`config.mk`:
```
export PLATFORM = sky130hd
export DESIGN_NAME = dc_avmm_rsp
export DESIGN_NICKNAME = d
export VERILOG_FILES = /design/src/rtl/dc_pkg.sv /design/src/rtl/dc_avmm_rsp.sv
export SDC_FILE = /design/constraint.sdc
export NUM_CORES = 1
export LEC_CHECK = 0
export ABC_CLOCK_PERIOD_IN_PS = 2500
export CAP_MARGIN = 10
export CORE_AREA = 2 2 69 104
export CTS_BUF_LIST = sky130_fd_sc_hd__clkbuf_8 sky130_fd_sc_hd__clkbuf_16
export DETAILED_ROUTE_END_ITERATION = 16
export DIE_AREA = 0 0 71 106
export PLACE_DENSITY_LB_ADDON = 0.15
export SETUP_SLACK_MARGIN = 0.02
export SKIP_LAST_GASP = 1
export SYNTH_ARGS = -nofsm -noshare
export SYNTH_HDL_FRONTEND = slang
export SYNTH_SLANG_ARGS = --single-unit
```
`constraint.sdc`:
```
create_clock -name i_clk -period 2.5 [get_ports i_clk]
set_input_delay 0.5 -clock i_clk [delete_from_list [all_inputs] [get_ports i_clk]]
set_output_delay 0.5 -clock i_clk [all_outputs]
set_load 0.02 [all_outputs]
```
`src/rtl/dc_pkg.sv`:
```
// Shared definitions for the reconfiguration-control register block:
// register offsets, field bit positions, FSM state encoding and the status word packer.
package dc_pkg;

    typedef enum logic [1:0] {
        ST_IDLE   = 2'd0,
        ST_BUSY   = 2'd1,
        ST_RECONF = 2'd2
    } state_t;

    localparam logic [2:0] OFF_TRIG   = 3'd0;
    localparam logic [2:0] OFF_CTRL   = 3'd1;
    localparam logic [2:0] OFF_STATUS = 3'd2;
    localparam logic [2:0] OFF_INFO   = 3'd3;

    localparam int TRIG_BIT    = 0;
    localparam int OVR_BIT     = 0;
    localparam int SEL_BIT     = 1;
    localparam int ERR_CLR_BIT = 1;

    function automatic logic [31:0] info_word(input logic [7:0] trig_cnt, input logic err,
                                              input logic pend, input logic image);
        return {16'h0000, trig_cnt, 5'b00000, err, pend, image};
    endfunction

endpackage

```
`src/rtl/dc_avmm_rsp.sv`:
```
// Avalon-MM slave that controls a dual-image reconfiguration request: a config
// write holds off new commands for BUSY_CYCLES, a trigger pulses o_reconf and then swaps the image.
module dc_avmm_rsp
    import dc_pkg::*;
#(
    parameter int BUSY_CYCLES   = 16,
    parameter int RECONF_CYCLES = 4
) (
    input  logic        i_clk,
    input  logic        i_rst,
    input  logic [2:0]  i_avmm_address,
    input  logic        i_avmm_read,
    input  logic        i_avmm_write,
    input  logic [31:0] i_avmm_writedata,
    output logic [31:0] o_avmm_readdata,
    input  logic        i_conf_sel_pin,
    output logic        o_reconf,
    output logic        o_image,
    output logic        o_busy
);

    localparam logic [7:0] BUSY_LOAD   = 8'(BUSY_CYCLES);
    localparam logic [7:0] RECONF_LOAD = 8'(RECONF_CYCLES);

    state_t      state_r, state_s;
    logic [7:0]  cnt_r, cnt_s;
    logic        ovr_r, sel_r, err_r, pend_r, image_r, reconf_r, busy_r;
    logic [7:0]  trig_cnt_r;
    logic [31:0] rdata_r, rd_mux_s;
    logic        wr_trig_s, wr_ctrl_s, clr_err_s;
    logic        start_busy_s, start_reconf_s, finish_reconf_s, reject_s;
    logic        unused_wd_s;

    assign wr_trig_s   = i_avmm_write && (i_avmm_address == OFF_TRIG) && i_avmm_writedata[TRIG_BIT];
    assign wr_ctrl_s   = i_avmm_write && (i_avmm_address == OFF_CTRL);
    assign clr_err_s   = i_avmm_write && (i_avmm_address == OFF_INFO) && i_avmm_writedata[ERR_CLR_BIT];
    assign unused_wd_s = ^i_avmm_writedata[31:2];

    // FSM state and countdown register
    always_ff @(posedge i_clk or posedge i_rst) begin
        if (i_rst) begin
            state_r <= ST_IDLE;
            cnt_r   <= 8'd0;
        end else begin
            state_r <= state_s;
            cnt_r   <= cnt_s;
        end
    end

    // Next-state logic; the countdown exits on the cycle it would reach zero
    always_comb begin
        state_s         = state_r;
        cnt_s           = cnt_r;
        start_busy_s    = 1'b0;
        start_reconf_s  = 1'b0;
        finish_reconf_s = 1'b0;
        reject_s        = 1'b0;
        case (state_r)
            ST_IDLE: begin
                if (wr_ctrl_s) begin
                    state_s      = ST_BUSY;
                    cnt_s        = BUSY_LOAD;
                    start_busy_s = 1'b1;
                end else if (wr_trig_s) begin
                    state_s        = ST_RECONF;
                    cnt_s          = RECONF_LOAD;
                    start_reconf_s = 1'b1;
                end else begin
                    state_s = ST_IDLE;
                end
            end
            ST_BUSY, ST_RECONF: begin
                reject_s = wr_ctrl_s || wr_trig_s;
                if (cnt_r <= 8'd1) begin
                    state_s         = ST_IDLE;
                    cnt_s           = 8'd0;
                    finish_reconf_s = (state_r == ST_RECONF);
                end else begin
                    cnt_s = cnt_r - 8'd1;
                end
            end
            default: begin
                state_s = ST_IDLE;
                cnt_s   = 8'd0;
            end
        endcase
    end

    // Read mux over the pre-write register contents
    always_comb begin
        rd_mux_s = 32'h0000_0000;
        case (i_avmm_address)
            OFF_TRIG:   rd_mux_s = 32'h0000_0000;
            OFF_CTRL:   rd_mux_s = {30'h0000_0000, sel_r, ovr_r};
            OFF_STATUS: rd_mux_s = {31'h0000_0000, busy_r};
            OFF_INFO:   rd_mux_s = info_word(trig_cnt_r, err_r, pend_r, image_r);
            default:    rd_mux_s = 32'h0000_0000;
        endcase
    end

    // Register file, image/trigger bookkeeping and registered outputs
    always_ff @(posedge i_clk or posedge i_rst) begin
        if (i_rst) begin
            ovr_r      <= 1'b0;
            sel_r      <= 1'b0;
            err_r      <= 1'b0;
            pend_r     <= 1'b0;
            image_r    <= 1'b0;
            trig_cnt_r <= 8'd0;
            busy_r     <= 1'b0;
            reconf_r   <= 1'b0;
            rdata_r    <= 32'h0000_0000;
        end else begin
            busy_r   <= (state_s != ST_IDLE);
            reconf_r <= (state_s == ST_RECONF);
            if (start_busy_s) begin
                ovr_r <= i_avmm_writedata[OVR_BIT];
                sel_r <= i_avmm_writedata[SEL_BIT];
            end else if (finish_reconf_s) begin
                ovr_r <= 1'b0;
            end
            if (start_reconf_s) begin
                pend_r <= ovr_r ? sel_r : i_conf_sel_pin;
            end
            if (finish_reconf_s) begin
                image_r    <= pend_r;
                trig_cnt_r <= trig_cnt_r + 8'd1;
            end
            if (reject_s) begin
                err_r <= 1'b1;
            end else if (clr_err_s) begin
                err_r <= 1'b0;
            end
            if (i_avmm_read) begin
                rdata_r <= rd_mux_s;
            end
        end
    end

    assign o_avmm_readdata = rdata_r;
    assign o_reconf        = reconf_r;
    assign o_image         = image_r;
    assign o_busy          = busy_r;

endmodule

```
* Word level (Yosys, flattened, before mapping) *
Index checks and enable logic that the tools add are counted.
Widths: inputs -> output; s select.

storage, ports and cells
  register bits = 57
  bits in latches = 0
  memory bits (writable) = 0
  bits in read-only memories = 0
  input bits = 40
  output and inout port bits = 35
  word-level logic and storage cells = 55
  memories = 0

operators by class
  add/sub/neg operators = 2
  multipliers = 0
  divide/modulo/power cells = 0
  $lt $le $gt $ge = 1
  equal/unequal tests = 7
  shift operators = 0
  mux-type cells = 22
  bitwise logic cells = 0
  reductions and logical operators = 12

operators with widths
  operator             number
  $pmux 16 s3          1
  $mux 8               3
  $pmux 8 s2           1
  $mux 1               13
  $add 8x1->8 const B  1
  $le 8x1->1 const B   1
  $sub 8x1->8 const B  1
  $eq 3x2->1 const B   2
  $mux 2               3
  $reduce_bool 2->1    3
  $logic_and 1x1->1    5
  $eq 2x2->1 const B   2
  $pmux 2 s2           1
  $eq 3x1->1 const B   1
  $logic_not 3->1      1
  $ne 3x3->1 const B   1
  $eq 2x1->1 const B   1
  $logic_not 2->1      1
  $reduce_or 2->1      1
  $logic_or 1x1->1     1

* Logic depth before layout (Yosys ltp) *
Gate-level depths: netlist of the first run.

  depth after elaboration = 7
  gate-level depth with buffers = 6
  depth with buffers taken out = 6

* Worst setup path before layout of the first run *
Ideal clock, no wire load.

  path kind = register to register
  from = register cnt_r[3]
  to = register image_r (netlist: o_image)
  library setup time = 125 ps
  arrival time = 1,943 ps
  required time = 2,375 ps
  slack = 433 ps
  cell stages (with the launch flop) = 6
  buffers on the path = 2
  period minus slack after synthesis = 2,067 ps
  cell sequence = dfrtp_1 buf_6 or4_1 buf_2 nor4_4 mux2_2

between the ends
  word-level cells in the longest chain between the ends = 3

RTL lines
  what                      line                source
  start: declaration        dc_avmm_rsp.sv:26   logic [7:0] cnt_r, cnt_s;
  start signal: assignment  dc_avmm_rsp.sv:46   cnt_r <= cnt_s;
  $le 8x1->1                dc_avmm_rsp.sv:74   if (cnt_r <= 8'd1) begin
  $mux 1                    dc_avmm_rsp.sv:74
  $mux 1                    dc_avmm_rsp.sv:58   case (state_r)
  end signal: assignment    dc_avmm_rsp.sv:126  image_r <= pend_r;
  end: declaration          dc_avmm_rsp.sv:27   logic ovr_r, sel_r, err_r, pend_r, image_r, reconf_r, busy_r;

No other way between the ends.
A chain may end at the register's enable or synchronous reset.

* Worst setup path in the final report of the first run *
  from = register cnt_r[3]
  to = register cnt_r[7]

between the ends
  word-level cells in the longest chain between the ends = 3
  elaborated cells between the ends (all ways) = 4
  classes of those cells = 1 x add/sub; 1 x order compare; 2 x mux

RTL lines
  what                                              line
  $sub 8x1->8 / $le 8x1->1 (equally long branches)  dc_avmm_rsp.sv:79, dc_avmm_rsp.sv:74
  $mux 8 *                                          dc_avmm_rsp.sv:74
  $pmux 8 s2 *                                      dc_avmm_rsp.sv:58

Every way passes the cells marked *; elsewhere a longest branch is shown, timed or not.

==> impl_metrics.yaml, run 1 <==
floorplanning:
  die_w_um: 71
  ioPinCount: 75
  num_rows: 37
  die-area_um2: 7526
  start_util_pct: 29.19
  core_area_um2: 6713
  fp.dieH_um: 106
synthesis:
  syn_avg_cell_area_um2: 9.846
  synth_cell_types: 43
  synth-seq-cells: 36
  synth_edf_count: 0
  synth-main-ff-cell: "dfrtp_1"
  yosys_warnings: 0
  async_flop_share_pct: 100.0
  synthesis.area_um2: 1959
  seq_area_frac_synth_pct: 45.98
  synthCells: 199
sta:
  timing.final.crit_share_pct: 87.82
  setup_viol: 0
  finClkSkew_ns: 0.005696
  hold_violations: 0
  fin_ws_ns: 0.3046
  min_period_ns: 2.195
  slew_violations: 0
  fmax_mhz: 455.5
  fin_tns_setup_ns: 0
  rsz0062_at_grt: "no"
power:
  finalPower_mw: 1.440
  p_per_area_nw_per_um2: 609.4
  vdd_ir_drop_max_uv: 298.3
  p_leak_nw: 1.022
placement:
  numPortBuffers: 23
  dp.final_hpwl_mm: 2.983
  gp_congestion: 0.7505
  dpl_worst_slack_ns: 0.07722
  place_area_um2: 2267
cells_and_area:
  utilization_pct: 35.21
  postLayoutCellArea_um2: 2364
  layout-drive-gt1-share_pct: 12.39
  area_growth_pct: 20.63
  fillers: 687
  nets: 280
  n_antenna_cell: 0
route:
  antenna_left: 0
  dr.first_iter.drc_count: 61
  avgViaCountPerCell: 4.647
  wl_per_cell_um: 12.65
  first_pass_iters: 4
  route.vias.total: 1450
  totalWireLength_mm: 3.947
  drc: 0
setup_path:
  cpMaxStageDelayCell: "or4_1"
  slowest_delay_ns: 0.72
  worstReg2RegEnd: "cnt_r[7]"
  critPathCaptureType: "flip-flop"
  crit_type: "reg2reg"
  worstSetupStartpointType: "flip-flop"
  r2r_start: "cnt_r[3]"
  crit_arrival_ns: 2.37
  crit_fanout: 8
  r2r_cells: 5
  required_ns: 2.67
  r2r_slack_ns: 0.30
  crit_chain: "or4_1, o31ai_4, buf_4, o31ai_1, a22o_1"
clock_network:
  cts_setup_buffers: 0
  htreeDepth: 2
  cts_resized: 0
  numCtsBuffers: 5
  tritoncts: "done"
  cts.sinks: 36
  clk_pin_slew_ns: 0.07
  post_cts_hold_buffer_count: 0
  cts-root-buf: "clkbuf_8"
  cts_buffer_depth: 2
  clock_latency_ns: 0.28
global_routing:
  grt_first_pass_wirelength_mm: 6.582
  gr-usage-met2_pct: 20.09
  grt_pass1_vias: 1381
  grtUsageMet1_pct: 12.64
  antenna_found_initial: 0
  grt_remaining_overflow: 0
  grt-busiest-layer: "met2"
  grt_max_degree: 37
  grtUsageMet3_pct: 2.749
  track_usage_pct: 11.26
min_path:
  hold_start: "trig_cnt_r[7]"
  hold_depth: 1
  min_path_type: "reg2reg"
  min_to: "trig_cnt_r[7]"
flow_run:
  max_cap_violations: 0
outcome:
  outcome: "finished, final reports clean"
==> worst max path at each step <==
stage | endpoint | start | cells after the start
5_1_grt | cnt_r[2] | cnt_r[3] | 5
2_1_floorplan | o_image | cnt_r[3] | 5
4_1_cts | cnt_r[2] | cnt_r[3] | 5
3_3_place_gp | cnt_r[3] | i_avmm_write | 7
6_report | cnt_r[7] | cnt_r[3] | 5
3_5_place_dp | cnt_r[4] | i_avmm_write | 5
==> synth_stat cells (3+ instances only) <==
master,instances,area (µm²)
dfrtp_1,36,900.9
o21ai_0,6,30.03
nand2_1,20,75.07
nand3_1,3,15.01
nand4_1,4,25.02
mux2_2,5,56.30
o22ai_1,11,68.82
o31ai_1,4,30.03
inv_1,16,60.06
a22o_1,6,52.55
nor2_1,11,41.29
ha_1,6,75.07
clkbuf_1,5,18.77
nor3_1,6,30.03
buf_4,21,157.7
xnor2_1,6,52.55
or3_1,3,18.77
==> kinds of logic after synthesis <==
kind of cell / Yosys count / share of synthesized area, %
buf+inv: 44 / 12.90
mux: 7 / 3.895
other cells: 1 / 0.1914
fa+ha+maj: 6 / 3.831
compound gates: 39 / 14.50
xor+xnor: 7 / 3.129
simple gates: 59 / 15.58
flops: 36 / 45.98
==> power breakdown <==
group,switching (mW),internal (mW)
Combinational,0.180,0.129
Sequential,0.0545,0.634
Clock,0.198,0.245
==> state kept, by name, summed over array words and instances, names as in the netlist, 2 cells and up <==
signal,count
state_r,2
o_avmm_readdata,11
cnt_r,8
trig_cnt_r,8
==> final cells by class <==
cell class | count | area [µm²] | area share (%)
sequential | 36 | 900.9 | 38.12
timing repair buffer | 36 | 327.8 | 13.87
clock buffer | 7 | 96.34 | 4.076
inverter | 16 | 60.06 | 2.541
multi-input combinational | 139 | 880.8 | 37.27
tap | 78 | 97.59 | 4.129
==> layout by cell type, fill, tap and decap left out, types with 2 or more instances in the layout <==
| master | count |
|---|---|
| nand3_1 | 3 |
| a22o_1 | 6 |
| conb_1 | 21 |
| a31oi_1 | 2 |
| o22ai_1 | 11 |
| dfrtp_1 | 36 |
| mux2i_1 | 2 |
| buf_4 | 13 |
| nand2_1 | 20 |
| mux2_2 | 5 |
| o31ai_1 | 4 |
| or3_1 | 3 |
| nor3_1 | 6 |
| clkbuf_8 | 7 |
| a21oi_1 | 2 |
| xnor2_1 | 6 |
| nor2_1 | 11 |
| nand4_1 | 4 |
| nor3b_1 | 2 |
| o21ai_0 | 6 |
| ha_1 | 6 |
| clkdlybuf4s50_1 | 23 |
| inv_1 | 16 |
==> per-layer routing <==
layer	vias to the layer above	wire (µm)
li1	718	-
met1	692	1617
met2	35	2119
met3	5	136
met4	0	74
met5	-	0
==> per-stage QoR <==
| stage | cells | hold WS, ns |
|---|---|---|
| floorplan | 219 | 0.4458 |
| global placement | 305 | 0.4618 |
| detailed placement | 305 | 0.4635 |
| CTS | 312 | 0.4772 |
| global route | 312 | 0.4909 |
| finish | 312 | 0.4724 |
==> critical path, delay by kind of cell (launching register included) <==
kind / cells / cell delay [ns]
AND/OR/NAND/NOR: 1 / 0.72
buffers and inverters: 1 / 0.20
AO/OA/AOI/OAI: 3 / 0.71
flip-flops: 1 / 0.45
Note: power is estimated with default switching activity, not from simulation.
==> run 2: changes to the inputs <==
ABC_CLOCK_PERIOD_IN_PS = 1800   (was 2500)
clock period = 1.8 ns   (was 2.5 ns; I/O delays follow)
==> run 2 against run 1 <==
Clock skew is 0.0036 ns higher. Sequential cell count stayed put. Worst hold slack worse by 0.052 ns. Combinational power is 74% higher. Count of clock-buffer cells in the layout is 1 lower. Critical endpoint is now cnt_r[6]. The run now ends with negative setup slack left. Core utilization increased by 3.1 points. Largest power group unchanged. First-iteration DRC count rose by 92%. Critical path type unchanged. Final area grew 8.7%. Via count grew 4.7%. Die area unchanged.
==> impl_metrics.yaml, run 2 (synthesized netlist as in run 1, its figures left out) <==
outcome:
  outcome: "complete, but fails checks"
  violations: "negative setup slack"
global_routing:
  grt_pass1_vias: 1595
  grt_first_pass_wirelength_mm: 7.479
  grt_remaining_overflow: 0
  track_usage_pct: 12.78
  antenna_found_initial: 0
  grt_max_degree: 37
cells_and_area:
  nets: 297
  n_antenna_cell: 0
  layout-drive-gt1-share_pct: 22.22
  area_growth_pct: 31.16
  instances_no_fill: 330
  layout_common_cells: "dfrtp_1 (36), buf_4 (26), clkdlybuf4s50_1 (22)"
  layout_commonest_cell: "dfrtp_1"
  postLayoutCellArea_um2: 2570
  largest_reg_flops: 11
sta:
  fmax_mhz: 538.3
  finClkSkew_ns: 0.009334
  rsz0062_at_grt: "yes"
  fin_tns_setup_ns: -0.1669
  timing.final.crit_share_pct: 103.2
  hold_violations: 0
  min_period_ns: 1.858
  fin_ws_ns: -0.05769
  slew_violations: 0
  setup_viol: 5
  fin_hold_ws_ns: 0.4205
route:
  dr.first_iter.drc_count: 117
  wl_per_cell_um: 12.92
  route.vias.total: 1518
  antenna_left: 0
  totalWireLength_mm: 4.262
  drc: 0
  avgViaCountPerCell: 4.600
  first_pass_iters: 4
setup_path:
  crit_arrival_ns: 2.03
  crit_fanout: 5
  critPathCaptureType: "flip-flop"
  required_ns: 1.98
  crit_type: "reg2reg"
  worstSetupStartpointType: "flip-flop"
clock_network:
  cts_buffer_depth: 2
  cts-root-buf: "clkbuf_8"
  clock_latency_ns: 0.28
  htreeDepth: 2
  clk_pin_slew_ns: 0.07
  cts.sinks: 36
  post_cts_hold_buffer_count: 0
  numCtsBuffers: 5
  tritoncts: "done"
flow_run:
  max_cap_violations: 0
floorplanning:
  ioPinCount: 75
  die-area_um2: 7526
  fp.dieH_um: 106
  num_rows: 37
  start_util_pct: 29.19
  core_area_um2: 6713
  die_w_um: 71
placement:
  numPortBuffers: 23
  place_area_um2: 2417
  gp_congestion: 0.7063
  dp.final_hpwl_mm: 3.279
  dp_cells: 321
min_path:
  min_path_type: "in2async"
power:
  vdd_ir_drop_max_uv: 339.9
  p_leak_nw: 1.141
  p_per_area_nw_per_um2: 802.2
-- run 2: final timing paths --
| kind | cells past startpoint | from | end | slack [ns] |
|---|---|---|---|---|
| hold reg to reg | 1 | trig_cnt_r[7] | trig_cnt_r[7] | 0.47 |
| hold / removal | 3 | i_rst | cnt_r[0] | 0.42 |
| setup reg to reg | 5 | cnt_r[5] | cnt_r[6] | -0.06 |
| setup / recovery | 5 | cnt_r[5] | cnt_r[6] | -0.06 |
| max in group asynchronous | 3 | i_rst | o_avmm_readdata[10] | 1.19 |
| min in group i_clk | 1 | trig_cnt_r[7] | trig_cnt_r[7] | 0.47 |
-- run 2: timing repair --
item,in CTS,in global routing
setup endpoints to repair,18,21
buffers inserted,0,1
resized for setup,8,8
pin swaps,7,2
-- run 2: critical path, stage by stage, from the launching register on --
cell     delay [ns]
dfrtp_1        0.39
or4_4          0.60
o31ai_4        0.30
buf_4          0.18
o31ai_1        0.07
a22o_1         0.22
-- run 2: cell type report --
class | instances | area [µm²]
clock inverter | 2 | 7.507
multi-input combinational | 139 | 943.4
tap | 78 | 97.59
sequential | 36 | 900.9
inverter | 16 | 60.06
clock buffer | 6 | 82.58
fill | 671 | 4143
timing repair buffer | 53 | 478.0
-- run 2: power by group --
part	internal (mW)	leakage (nW)	switching [mW]
Clock	0.301	0.0538	0.273
Combinational	0.256	0.596	0.281
Sequential	0.881	0.491	0.0707
-- run 2: stage by stage --
| stage | setup WS, ns | total power, mW | utilization, % |
|---|---|---|---|
| floorplan | -0.2569 | 1.327 | - |
| global placement | -0.3889 | 1.486 | 36.01 |
| detailed placement | -0.4481 | 1.488 | 36.01 |
| CTS | -0.06621 | 2.101 | 37.71 |
| global route | -0.1265 | 2.205 | 38.29 |
| finish | -0.05769 | 2.062 | 38.29 |
-- run 2: metal layers --
layer / up-vias / wire length [µm] / track usage [%]
met4: 0 / 53 / 4.043
met5: - / 0 / 0
met2: 39 / 2416 / 24.63
met3: 4 / 158 / 2.749
met1: 722 / 1633 / 13.39
li1: 753 / - / -
==> run 3: changes to the inputs <==
--- a/config.mk
+++ b/config.mk
@@ -9,5 +9,5 @@
 export CAP_MARGIN = 10
 export CORE_AREA = 2 2 69 104
-export CTS_BUF_LIST = sky130_fd_sc_hd__clkbuf_8 sky130_fd_sc_hd__clkbuf_16
+export CTS_BUF_LIST = sky130_fd_sc_hd__clkbuf_8
 export DETAILED_ROUTE_END_ITERATION = 16
 export DIE_AREA = 0 0 71 106
==> constraint.sdc (replaced) <==
create_clock -name i_clk -period 1.8 [get_ports i_clk]
set_input_delay 0.36 -clock i_clk [delete_from_list [all_inputs] [get_ports i_clk]]
set_output_delay 0.36 -clock i_clk [all_outputs]
set_load 0.01 [all_outputs]
==> results of run 3 <==
The final DEF is identical to that of run 2. Status: complete, but fails checks: negative setup slack.
Main changes from that run: total power 2.062 mW -> 2.033 mW
